$ cat src/rtl/cu_data_read_engine_multi_stream_pkg.sv
`default_nettype none
// +------------------------------------------------------------------+
// | cu_data_read_engine_multi_stream_pkg                             |
// | Shared types and PSL read command codes for the read engine.     |
// | Rev 1.0                                                          |
// +------------------------------------------------------------------+
package cu_data_read_engine_multi_stream_pkg;

  typedef enum logic [1:0] {
    IDLE  = 2'd0,
    ISSUE = 2'd1,
    DRAIN = 2'd2,
    DONE  = 2'd3
  } read_stream_state_e;

  localparam logic [12:0] c_READ_CL_S     = 13'h0A50;
  localparam logic [12:0] c_READ_CL_NA    = 13'h0A00;
  localparam logic [12:0] c_READ_PNA      = 13'h0E00;
  localparam int          c_CACHELINE_SIZE = 128;

  // Size held at full 64-bit width so one struct serves any SIZE_W.
  typedef struct packed {
    logic [63:0] addr;
    logic [63:0] size;
    logic        mode;
  } read_stream_job_t;

  function automatic logic [12:0] cmd_code(input logic mode, input logic full_line);
    if (mode)           return c_READ_CL_S;
    else if (full_line) return c_READ_CL_NA;
    else                return c_READ_PNA;
  endfunction

endpackage
`default_nettype wire

$ cat src/rtl/cu_data_read_engine_multi_stream_arbiter.sv
`default_nettype none
// +------------------------------------------------------------------+
// | cu_data_read_engine_multi_stream_arbiter                         |
// | Round-robin arbiter: one-hot grant, pointer moves past winner.   |
// | Rev 1.0                                                          |
// +------------------------------------------------------------------+
module cu_data_read_engine_multi_stream_arbiter #(
  parameter int NUM_REQ = 2
) (
  input  logic               clock,
  input  logic               rstn,
  input  logic [NUM_REQ-1:0] i_req,
  output logic [NUM_REQ-1:0] o_grant
);

  localparam int c_PTR_W = (NUM_REQ > 1) ? $clog2(NUM_REQ) : 1;

  logic [c_PTR_W-1:0] r_ptr;
  logic [c_PTR_W-1:0] w_idx;
  logic [c_PTR_W-1:0] w_win;
  logic               w_found;

  always_comb begin
    o_grant = '0;
    w_found = 1'b0;
    w_win   = '0;
    w_idx   = '0;
    for (int i = 0; i < NUM_REQ; i++) begin
      w_idx = c_PTR_W'((int'(r_ptr) + i) % NUM_REQ);
      if (!w_found && i_req[w_idx]) begin
        w_found = 1'b1;
        w_win   = w_idx;
      end
    end
    if (w_found) o_grant[w_win] = 1'b1;
  end

  always_ff @(posedge clock or negedge rstn) begin
    if (!rstn) begin
      r_ptr <= '0;
    end else if (w_found) begin
      r_ptr <= (w_win == c_PTR_W'(NUM_REQ - 1)) ? '0 : w_win + c_PTR_W'(1);
    end
  end

endmodule
`default_nettype wire

$ cat src/rtl/cu_data_read_engine_multi_stream.sv
`default_nettype none
// +------------------------------------------------------------------+
// | cu_data_read_engine_multi_stream                                 |
// | Splits per-stream jobs into cacheline reads under a credit cap.  |
// | Rev 1.0                                                          |
// +------------------------------------------------------------------+
module cu_data_read_engine_multi_stream
  import cu_data_read_engine_multi_stream_pkg::*;
#(
  parameter  int NUM_STREAMS     = 2,
  parameter  int CL_ELEMS        = 32,
  parameter  int ELEM_BYTES      = 4,
  parameter  int SIZE_W          = 32,
  parameter  int MAX_OUTSTANDING = 16,
  localparam int SID_W           = (NUM_STREAMS > 1) ? $clog2(NUM_STREAMS) : 1,
  localparam int CLE_W           = $clog2(CL_ELEMS) + 1,
  localparam int OST_W           = $clog2(MAX_OUTSTANDING) + 1
) (
  input  logic                          clock,
  input  logic                          rstn,
  input  logic                          enabled_in,
  input  logic [NUM_STREAMS-1:0]        job_valid_in,
  input  logic [NUM_STREAMS*64-1:0]     job_addr_in,
  input  logic [NUM_STREAMS*SIZE_W-1:0] job_size_in,
  input  logic [NUM_STREAMS-1:0]        job_mode_in,
  input  logic                          cmd_alfull_in,
  input  logic                          data_alfull_in,
  output logic                          cmd_valid_out,
  output logic [63:0]                   cmd_addr_out,
  output logic [12:0]                   cmd_code_out,
  output logic [11:0]                   cmd_size_out,
  output logic [SID_W-1:0]              cmd_stream_out,
  output logic [CLE_W-1:0]              cmd_real_size_out,
  input  logic                          rsp_valid_in,
  input  logic [SID_W-1:0]              rsp_stream_in,
  input  logic [CLE_W-1:0]              rsp_real_size_in,
  output logic [NUM_STREAMS-1:0]        busy_out,
  output logic [NUM_STREAMS-1:0]        done_out,
  output logic [NUM_STREAMS*SIZE_W-1:0] done_count_out,
  output logic [OST_W-1:0]              outstanding_out,
  output logic                          err_out
);

  if (CL_ELEMS * ELEM_BYTES != c_CACHELINE_SIZE) begin : g_bad_geometry
    $error("CL_ELEMS*ELEM_BYTES must equal one 128-byte cacheline");
  end

  logic [NUM_STREAMS-1:0] w_req;
  logic [NUM_STREAMS-1:0] w_grant;
  logic [NUM_STREAMS-1:0] w_rsp_hit;
  logic [63:0]            w_addr_arr [NUM_STREAMS];
  logic [CLE_W-1:0]       w_n_arr    [NUM_STREAMS];
  logic                   w_mode_arr [NUM_STREAMS];
  logic [OST_W-1:0]       r_ost;
  logic                   r_err;
  logic                   w_issue_ok;
  logic                   w_inc;

  assign w_issue_ok = enabled_in && !cmd_alfull_in && !data_alfull_in &&
                      (r_ost < OST_W'(MAX_OUTSTANDING));
  assign w_inc      = |w_grant;

  for (genvar s = 0; s < NUM_STREAMS; s++) begin : g_stream
    read_stream_state_e r_state;
    read_stream_job_t   r_job;
    logic [SIZE_W-1:0]  r_remaining;
    logic [63:0]        r_next_off;
    logic [SIZE_W-1:0]  r_count;
    logic [CLE_W-1:0]   w_n;

    assign w_n = (r_remaining < SIZE_W'(CL_ELEMS)) ? r_remaining[CLE_W-1:0]
                                                   : CLE_W'(CL_ELEMS);
    assign w_req[s]      = (r_state == ISSUE) && w_issue_ok;
    assign w_rsp_hit[s]  = rsp_valid_in && (rsp_stream_in == SID_W'(s)) &&
                           ((r_state == ISSUE) || (r_state == DRAIN));
    assign w_addr_arr[s] = r_job.addr + r_next_off;
    assign w_n_arr[s]    = w_n;
    assign w_mode_arr[s] = r_job.mode;

    assign busy_out[s]                         = (r_state != IDLE);
    assign done_out[s]                         = (r_state == DONE);
    assign done_count_out[s*SIZE_W +: SIZE_W]  = r_count;

    always_ff @(posedge clock or negedge rstn) begin
      if (!rstn) begin
        r_state     <= IDLE;
        r_job       <= '0;
        r_remaining <= '0;
        r_next_off  <= '0;
        r_count     <= '0;
      end else begin
        if (w_rsp_hit[s]) r_count <= r_count + SIZE_W'(rsp_real_size_in);
        // Transitions freeze while disabled; response counting above does not.
        if (enabled_in) begin
          case (r_state)
            IDLE: begin
              if (job_valid_in[s]) begin
                r_job.addr  <= job_addr_in[s*64 +: 64];
                r_job.size  <= 64'(job_size_in[s*SIZE_W +: SIZE_W]);
                r_job.mode  <= job_mode_in[s];
                r_remaining <= job_size_in[s*SIZE_W +: SIZE_W];
                r_next_off  <= '0;
                r_count     <= '0;
                r_state     <= (job_size_in[s*SIZE_W +: SIZE_W] == '0) ? DONE : ISSUE;
              end
            end
            ISSUE: begin
              if (w_grant[s]) begin
                r_remaining <= r_remaining - SIZE_W'(w_n);
                r_next_off  <= r_next_off + 64'(c_CACHELINE_SIZE);
                if (r_remaining == SIZE_W'(w_n)) r_state <= DRAIN;
              end
            end
            DRAIN: begin
              if (64'(r_count) == r_job.size) r_state <= DONE;
            end
            DONE:    r_state <= IDLE;
            default: r_state <= IDLE;
          endcase
        end
      end
    end
  end

  cu_data_read_engine_multi_stream_arbiter #(
    .NUM_REQ (NUM_STREAMS)
  ) u_arbiter (
    .clock   (clock),
    .rstn    (rstn),
    .i_req   (w_req),
    .o_grant (w_grant)
  );

  logic [SID_W-1:0] w_sel;
  logic [CLE_W-1:0] w_sel_n;
  logic             w_sel_full;
  logic             w_sel_mode;

  always_comb begin
    w_sel = '0;
    for (int s = 0; s < NUM_STREAMS; s++) begin
      if (w_grant[s]) w_sel = SID_W'(s);
    end
  end

  assign w_sel_n    = w_n_arr[w_sel];
  assign w_sel_mode = w_mode_arr[w_sel];
  assign w_sel_full = (w_sel_n == CLE_W'(CL_ELEMS));

  always_ff @(posedge clock or negedge rstn) begin
    if (!rstn) begin
      cmd_valid_out     <= 1'b0;
      cmd_addr_out      <= '0;
      cmd_code_out      <= '0;
      cmd_size_out      <= '0;
      cmd_stream_out    <= '0;
      cmd_real_size_out <= '0;
    end else begin
      cmd_valid_out <= w_inc;
      if (w_inc) begin
        cmd_addr_out      <= w_addr_arr[w_sel];
        cmd_code_out      <= cmd_code(w_sel_mode, w_sel_full);
        cmd_size_out      <= (w_sel_mode || w_sel_full) ? 12'(c_CACHELINE_SIZE)
                                                        : 12'(32'(w_sel_n) * ELEM_BYTES);
        cmd_stream_out    <= w_sel;
        cmd_real_size_out <= w_sel_n;
      end
    end
  end

  // A response with no credit outstanding is ignored for counting but flagged.
  always_ff @(posedge clock or negedge rstn) begin
    if (!rstn) begin
      r_ost <= '0;
      r_err <= 1'b0;
    end else begin
      if (rsp_valid_in && ((r_ost == '0) || !(|w_rsp_hit))) r_err <= 1'b1;
      if (w_inc && (!rsp_valid_in || (r_ost == '0))) r_ost <= r_ost + OST_W'(1);
      else if (!w_inc && rsp_valid_in && (r_ost != '0)) r_ost <= r_ost - OST_W'(1);
    end
  end

  assign outstanding_out = r_ost;
  assign err_out         = r_err;

endmodule
`default_nettype wire

$ cat config.mk
export PLATFORM = sky130hd
export DESIGN_NAME = cu_data_read_engine_multi_stream
export DESIGN_NICKNAME = d
export VERILOG_FILES = /design/src/rtl/cu_data_read_engine_multi_stream_pkg.sv /design/src/rtl/cu_data_read_engine_multi_stream_arbiter.sv /design/src/rtl/cu_data_read_engine_multi_stream.sv
export SDC_FILE = /design/constraint.sdc
export NUM_CORES = 2
export LEC_CHECK = 0
export BUFFER_PORTS_ARGS = -buffer_cell sky130_fd_sc_hd__buf_4
export CAP_MARGIN = 0
export CORE_MARGIN = 2
export CORE_UTILIZATION = 41
export CTS_CLUSTER_SIZE = 20
export DETAILED_ROUTE_END_ITERATION = 12
export PLACE_DENSITY_LB_ADDON = 0.2
export SLEW_MARGIN = 40
export SYNTH_ARGS = -nofsm -noshare
export SYNTH_HDL_FRONTEND = slang
export SYNTH_HIERARCHICAL = 1
export SYNTH_SLANG_ARGS = --single-unit
export TNS_END_PERCENT = 30
$ cat constraint.sdc
create_clock -name clock -period 4.9 [get_ports clock]
set_clock_uncertainty 0.15 [all_clocks]
set_input_delay 0.735 -clock clock [delete_from_list [all_inputs] [get_ports clock]]
set_output_delay 0.735 -clock clock [all_outputs]
set_load 0.01 [all_outputs]
### Word-level counts from Yosys, hierarchy flattened

Index checks and enable logic that the tools add are counted.

| word-level totals | value |
|---|---|
| register bits after elaboration | 558 |
| input port bits | 209 |
| output and inout port bits | 171 |
| logic and storage cells | 170 |

| operators by class | value |
|---|---|
| $add $sub $neg | 12 |
| magnitude comparators | 8 |
| eq/ne operators | 19 |
| muxes and demuxes | 61 |
| bitwise gates (word level) | 2 |
| reduce and logical (&&, ||, !) cells | 45 |

Operator list:

| operator | number |
|---|---|
| 2-to-1 mux 64 bit | 7 |
| 2-to-1 mux 32 bit | 12 |
| case mux 64 bit (2 select lines) | 2 |
| adder 64 bit | 2 |
| adder 64 x 8 -> 64 bit (second input constant) | 2 |
| case mux 32 bit (2 select lines) | 2 |
| adder 32 x 6 -> 32 bit | 2 |
| equality test 32 bit | 2 |
| equality test 32 x 6 -> 1 bit | 2 |
| logical NOT 32 bit | 2 |
| less-than comparator 32 x 6 -> 1 bit (second input constant) | 2 |
| subtractor 32 x 6 -> 32 bit | 2 |
| 2-to-1 mux 6 bit | 5 |
| 2-to-1 mux 11 bit | 2 |
| 2-to-1 mux 2 bit | 11 |
| case mux 2 bit (4 select lines) | 2 |
| logical AND 1 bit | 15 |
| 2-to-1 mux 1 bit | 14 |
| != test 2 x 1 -> 1 bit (second input constant) | 6 |
| 2-to-1 mux 5 bit | 2 |
| AND reduction 5 bit | 2 |
| nonzero test 2 bit | 5 |
| equality test 2 bit (second input constant) | 4 |
| 2-to-1 mux 8 bit | 1 |
| other kinds (21) | 39 |

### Longest topological paths before layout

| depth | value |
|---|---|
| depth after elaboration | 24 |
| gate-level depth with buffers | 20 |
| depth with buffers taken out | 15 |

### By module

The synthesis kept the hierarchy.

Modules (own cells, without submodules):

| module | times used | cells an instance | area each (um2) | sequential area each (um2) |
|---|---|---|---|---|
| cu_data_read_engine_multi_stream | 1 | 3712 | 31413.9 | 13187.6 |
| cu_data_read_engine_multi_stream_arbiter | 1 | 6 | 53.8 | 25.0 |

### Worst setup path before layout

Ideal clock, no wire load.

| timing | value |
|---|---|
| path type | reg2reg |
| start | register g_stream[0].r_state[1] |
| end | register g_stream[0].r_next_off[56] |
| library setup time | 0.132 ns |
| arrival time | 4.121 ns |
| required time | 4.618 ns |
| path slack | 0.498 ns |
| cell stages (with the launch flop) | 19 |
| path buffers | 4 |
| clock period less this slack | 4.402 ns |
| path through | dfrtp_1 > inv_1 > ha_1 > clkbuf_1 > clkbuf_1 > clkbuf_1 > and2_1 > a21boi_0 > inv_2 > nand2_1 > o2111ai_4 > nor4_2 > nand2_1 > or3_1 > buf_2 > nor4_2 > nand2_1 > xor2_1 > nor2_1 |

| on the way | value |
|---|---|
| cells in the longest elaborated chain, start to end | 15 |
| elaborated cells on any way between the ends | 24 |
| those cells by class | order compare: 2; eq/ne: 3; mux: 12; reduce/logical: 7 |

Ends and longest elaborated chain:

| element | RTL line | source |
|---|---|---|
| start, declared | cu_data_read_engine_multi_stream.sv:64 | `read_stream_state_e r_state;` |
| start signal, assigned | cu_data_read_engine_multi_stream.sv:104 | `r_state <= (job_size_in[s*SIZE_W +: SIZE_W] == '0) ? DONE : ISSUE;` |
| equality test 2 x 1 -> 1 bit * | cu_data_read_engine_multi_stream.sv:73 | `assign w_req[s] = (r_state == ISSUE) && w_issue_ok;` |
| logical AND 1 bit * | cu_data_read_engine_multi_stream.sv:73 |  |
| net w_req[0] | cu_data_read_engine_multi_stream.sv:48 | `logic [NUM_STREAMS-1:0] w_req;` |
| 2-to-1 mux 1 bit (implied by the code) (2 in a row) | cu_data_read_engine_multi_stream_arbiter.sv:30 | `if (!w_found && i_req[w_idx]) begin` |
| 2-to-1 mux 1 bit | cu_data_read_engine_multi_stream_arbiter.sv:30 |  |
| logical NOT 1 bit | cu_data_read_engine_multi_stream_arbiter.sv:30 |  |
| logical AND 1 bit | cu_data_read_engine_multi_stream_arbiter.sv:30 |  |
| 2-to-1 mux 1 bit | cu_data_read_engine_multi_stream_arbiter.sv:30 |  |
| less-than comparator 1 x 2 -> 1 bit (implied by the code) / greater-or-equal comparator 1 bit (equally long branches) | cu_data_read_engine_multi_stream_arbiter.sv:35 | `if (w_found) o_grant[w_win] = 1'b1;` |
| logical AND 1 bit (implied by the code) | cu_data_read_engine_multi_stream_arbiter.sv:35 |  |
| 2-to-1 mux 1 bit (implied by the code) | cu_data_read_engine_multi_stream_arbiter.sv:35 |  |
| demux 1 bit (select 1 bit) | - |  |
| 2-to-1 mux 2 bit * | cu_data_read_engine_multi_stream_arbiter.sv:35 |  |
| net w_grant[0] | cu_data_read_engine_multi_stream.sv:49 | `logic [NUM_STREAMS-1:0] w_grant;` |
| != test 2 x 1 -> 1 bit (no line) * | - |  |
| AND reduction 4 bit (no line) * | - |  |
| end signal, assigned | cu_data_read_engine_multi_stream.sv:110 | `r_next_off <= r_next_off + 64'(c_CACHELINE_SIZE);` |
| end, declared | cu_data_read_engine_multi_stream.sv:67 | `logic [63:0] r_next_off;` |

The timed path passes the listed nets; every way through them passes the cells marked *. The select of a mux whose other input is x is not followed.
A chain may end at the register's enable or synchronous reset.

### Worst setup path in the final report

| timing | value |
|---|---|
| start | register r_ost[4], in the netlist outstanding_out[4] |
| end | register g_stream[0].r_next_off[61] |

| on the way | value |
|---|---|
| cells in the longest elaborated chain, start to end | 16 |
| elaborated cells on any way between the ends | 22 |
| those cells by class | order compare: 3; eq/ne: 1; mux: 11; reduce/logical: 7 |

Ends and longest elaborated chain:

| element | RTL line | source |
|---|---|---|
| start, declared | cu_data_read_engine_multi_stream.sv:54 | `logic [OST_W-1:0] r_ost;` |
| start signal, assigned | cu_data_read_engine_multi_stream.sv:178 | `if (w_inc && (!rsp_valid_in \|\| (r_ost == '0))) r_ost <= r_ost + OST_W'(1);` |
| start signal, assigned | cu_data_read_engine_multi_stream.sv:179 | `else if (!w_inc && rsp_valid_in && (r_ost != '0)) r_ost <= r_ost - OST_W'(1);` |
| less-than comparator 5 bit * | cu_data_read_engine_multi_stream.sv:60 | `(r_ost < OST_W'(MAX_OUTSTANDING));` |
| logical AND 1 bit * | cu_data_read_engine_multi_stream.sv:59 | `assign w_issue_ok = enabled_in && !cmd_alfull_in && !data_alfull_in &&` |
| logical AND 1 bit * | cu_data_read_engine_multi_stream.sv:73 |  |
| net w_req[0] | cu_data_read_engine_multi_stream.sv:48 |  |
| 2-to-1 mux 1 bit (implied by the code) (2 in a row) | cu_data_read_engine_multi_stream_arbiter.sv:30 |  |
| 2-to-1 mux 1 bit | cu_data_read_engine_multi_stream_arbiter.sv:30 |  |
| logical NOT 1 bit | cu_data_read_engine_multi_stream_arbiter.sv:30 |  |
| logical AND 1 bit | cu_data_read_engine_multi_stream_arbiter.sv:30 |  |
| 2-to-1 mux 1 bit | cu_data_read_engine_multi_stream_arbiter.sv:30 |  |
| less-than comparator 1 x 2 -> 1 bit (implied by the code) / greater-or-equal comparator 1 bit (equally long branches) | cu_data_read_engine_multi_stream_arbiter.sv:35 |  |
| logical AND 1 bit (implied by the code) | cu_data_read_engine_multi_stream_arbiter.sv:35 |  |
| 2-to-1 mux 1 bit (implied by the code) | cu_data_read_engine_multi_stream_arbiter.sv:35 |  |
| demux 1 bit (select 1 bit) | - |  |
| 2-to-1 mux 2 bit * | cu_data_read_engine_multi_stream_arbiter.sv:35 |  |
| net w_grant[0] | cu_data_read_engine_multi_stream.sv:49 |  |
| != test 2 x 1 -> 1 bit (no line) * | - |  |
| AND reduction 4 bit (no line) * | - |  |

Marked as above.

==> metrics.yaml <==
status: "finished, final reports clean"
powerDensity_mw_per_mm2: 504
r2r-end: "g_stream[0].r_next_off[61]"
hold_path_end: "g_stream[0].r_job[73]"
crit_arrival_ns: 4.30
cts_resized: 0
fin_nets: 4371
grt_pass1_vias: 25900
fmax_mhz: 251
yosys_warnings: 6
cp_slowest_cell: "nor4b_1"
clockBufferDepth: 3
numClockSinks: 528
vias_per_cell: 5.43
finalCriticalPeriod_ns: 3.98
grt_setup_unrepaired: "false"
hpwl_um: 76200
avgSynthCellArea_sq_um: 8.46
grt_pass1_wl_um: 155000
worst-path-buf-inv: 1
startpoint: "outstanding_out[4]"
clk_pin_slew_ns: 0.06
vias: 27700
crit_path_end_kind: "flip-flop"
cts_max_level: 3
yosys_register_bits: 528
die_area_sq_mm: 0.0790
path_cells: "nor4b_1, and2_1, a21boi_4, inv_2, nand2_1, o2111ai_4, nor4_4, nand3b_2, or3_1, nor3_4, nand3_1, xor2_1, nor2_1"
dp_cells: 4981
min_path_type: "primary input to flip-flop"
netlist_top_cells_area: "dfrtp_1, nand2_1, ha_1"
antenna_found_initial: 5
first_pass_iters: 6
grt_overflow_total: 0
synth_top_area_share_pct: 42.0
ios: 380
start_kind: "flip-flop"
wire_per_inst_um: 19.8
tns_ns: 0
cts_root_buf: "clkbuf_16"
area_growth_pct: 19.0
max-vdd-ir-drop_mv: 0.231
max_slew_margin_pct: 45.4
instances_no_fill: 5103
tritoncts: "done"
fin_hold_ws_ns: 0.164
rows: 101
chipWidth_um: 281
drc: 0
synth_top_area_cell: "dfrtp_1"
drive_gt1_share_pct: 13.8
rr_startpoint: "outstanding_out[4]"
final-setup-viol-count: 0
synthCells: 3718
io_buffers: 365
grt_max_degree: 108
postRouteAntennaNets: 0
reg2reg_depth: 13
globalplace.congestion: 0.931
synth-edff-count: 0
cts_made_buffers: 66
yosysSeqAreaShare_pct: 42.0
worstMarginPinSlew_ns: 0.819
critPathTopFamily: "simple AND/OR/NAND/NOR gates"
slew_viol_final: 0
hold_viol_final: 0
critPathRequiredTime_ns: 5.21
p_leak_nw: 17.8
grt_usage_pct: 25.3
synthArstFlopShare_pct: 100
synth_ff_type: "dfrtp_1"
cap_viol_max_count: 0
yosysMostFrequentCell: "nand2_1"
fin_crit_sh_pct: 81.3
min_from: "job_addr_in[8]"
drt_iter0_drc: 2210
worstHoldPathCells: 3
synth_common_cells: "nand2_1, dfrtp_1, nor2_1"
timing.reg2reg.setup_slack_ns: 0.92
path_max_fanout: 9
die_h_um: 281
path_class: "flip-flop to flip-flop"
start_util_pct: 41.4
clk_latency_ns: 0.61
core_sq_mm: 0.0759
syn-cell-area_sq_mm: 0.0315
synth_cell_types: 92
cpPeakStageDelay_ns: 0.52
totalWireLength_um: 101000
-- cell usage in the layout (no fill, tap or decap), drive strengths merged, types with 16 or more instances in the layout --
master  synthesis  routed
nand2         901     901
dfrtp         528     528
buf            37     398
nor2          306     306
a21oi         271     271
o21ai         200     200
xnor2         173     173
ha            139     139
xor2          134     134
clkbuf        143      92
nand3          82      82
nand4          75      75
inv            57      64
a21o           63      63
or3            53      53
and3           53      53
nor3           50      50
mux2i          46      46
nor4           37      37
nor2b          32      32
a211oi         25      25
o21bai         22      22
o22ai          19      19
a22oi          18      18
a21boi         18      18
a31oi          17      17
conb            1      16
and2           16      16
-- worst max-delay path by stage --
| stage | to | slack (ns) | depth (start not counted) |
|---|---|---|---|
| 2_1_floorplan | g_stream[0].r_next_off[56] | 0.50 | 18 |
| 3_3_place_gp | cmd_size_out[6] | 0.43 | 12 |
| 3_5_place_dp | cmd_size_out[6] | 0.35 | 12 |
| 4_1_cts | cmd_size_out[6] | 0.82 | 11 |
| 5_1_grt | g_stream[0].r_next_off[61] | 0.53 | 13 |
| 6_report | g_stream[0].r_next_off[61] | 0.92 | 13 |
-- kinds of logic (layout without fill, tap and decap cells) --
logic type,count (synthesis),after routing,synth area share [%]
other cells,1,20,0.0119
fa+ha+maj,142,142,5.72
mux,51,51,1.64
buf+inv,238,574,3.07
compound gates,787,787,15.5
simple gates,1664,1664,23.5
flops,528,528,42.0
xor+xnor,307,307,8.54
-- state kept, by name (all words and copies together), names as in the netlist, 3 cells and up --
signal / flops
cmd_size_out: 6
outstanding_out: 5
g_stream.r_job: 194
g_stream.r_remaining: 64
cmd_addr_out: 64
cmd_real_size_out: 6
g_stream.r_next_off: 114
g_stream.r_state: 4
cmd_code_out: 3
g_stream.r_count: 64
-- area by class of cell --
cell class	count	area, sq um
clock inverter	25	335
inverter	58	218
multi-input combinational	2967	17400
tap	1030	1290
fill	7418	38500
sequential	528	13200
clock buffer	92	1860
timing repair buffer	399	3080
antenna	4	10.0
-- stage by stage --
stage | cell area, sq um | setup WS [ns] | power (W) | util, %
6_report | 37400 | 0.918 | 0.0189 | 49.3
2_1_floorplan | 31500 | 0.498 | 0.0110 | -
3_5_place_dp | 35200 | 0.350 | 0.0138 | 46.4
3_3_place_gp | 35200 | 0.431 | 0.0138 | 46.4
5_1_grt | 37400 | 0.525 | 0.0200 | 49.3
4_1_cts | 37400 | 0.820 | 0.0189 | 49.3
-- what timing repair did --
| action | CTS | global route |
|---|---|---|
| buffers inserted | 0 | 0 |
| endpoints found under the hold margin | 12 | 0 |
| hold buffers | 1 | 0 |
| setup endpoints to repair | 0 | 0 |
-- worst min-delay path, cell delays in order --
cell and delay [ns]:
buf_4 0.08, nand2_1 0.04, nand2_1 0.05
-- metal layers --
metal | up-vias | track usage (%) | wire, um
met5 | - | 0 | 0
met4 | 0 | 8.21 | 3310
met3 | 163 | 4.09 | 5430
met2 | 734 | 37.2 | 43600
met1 | 13300 | 37.8 | 48900
li1 | 13400 | - | -
-- report_power, final --
part / internal, W / leakage (nW) / total, W / switching, W
logic: 0.00273 / 9.94 / 0.00660 / 0.00386
clock network: 0.00299 / 1.07 / 0.00501 / 0.00202
registers: 0.00573 / 6.81 / 0.00725 / 0.00153
total: 0.0114 / 17.8 / 0.0189 / 0.00741
Power figures use the tool's default switching activity.
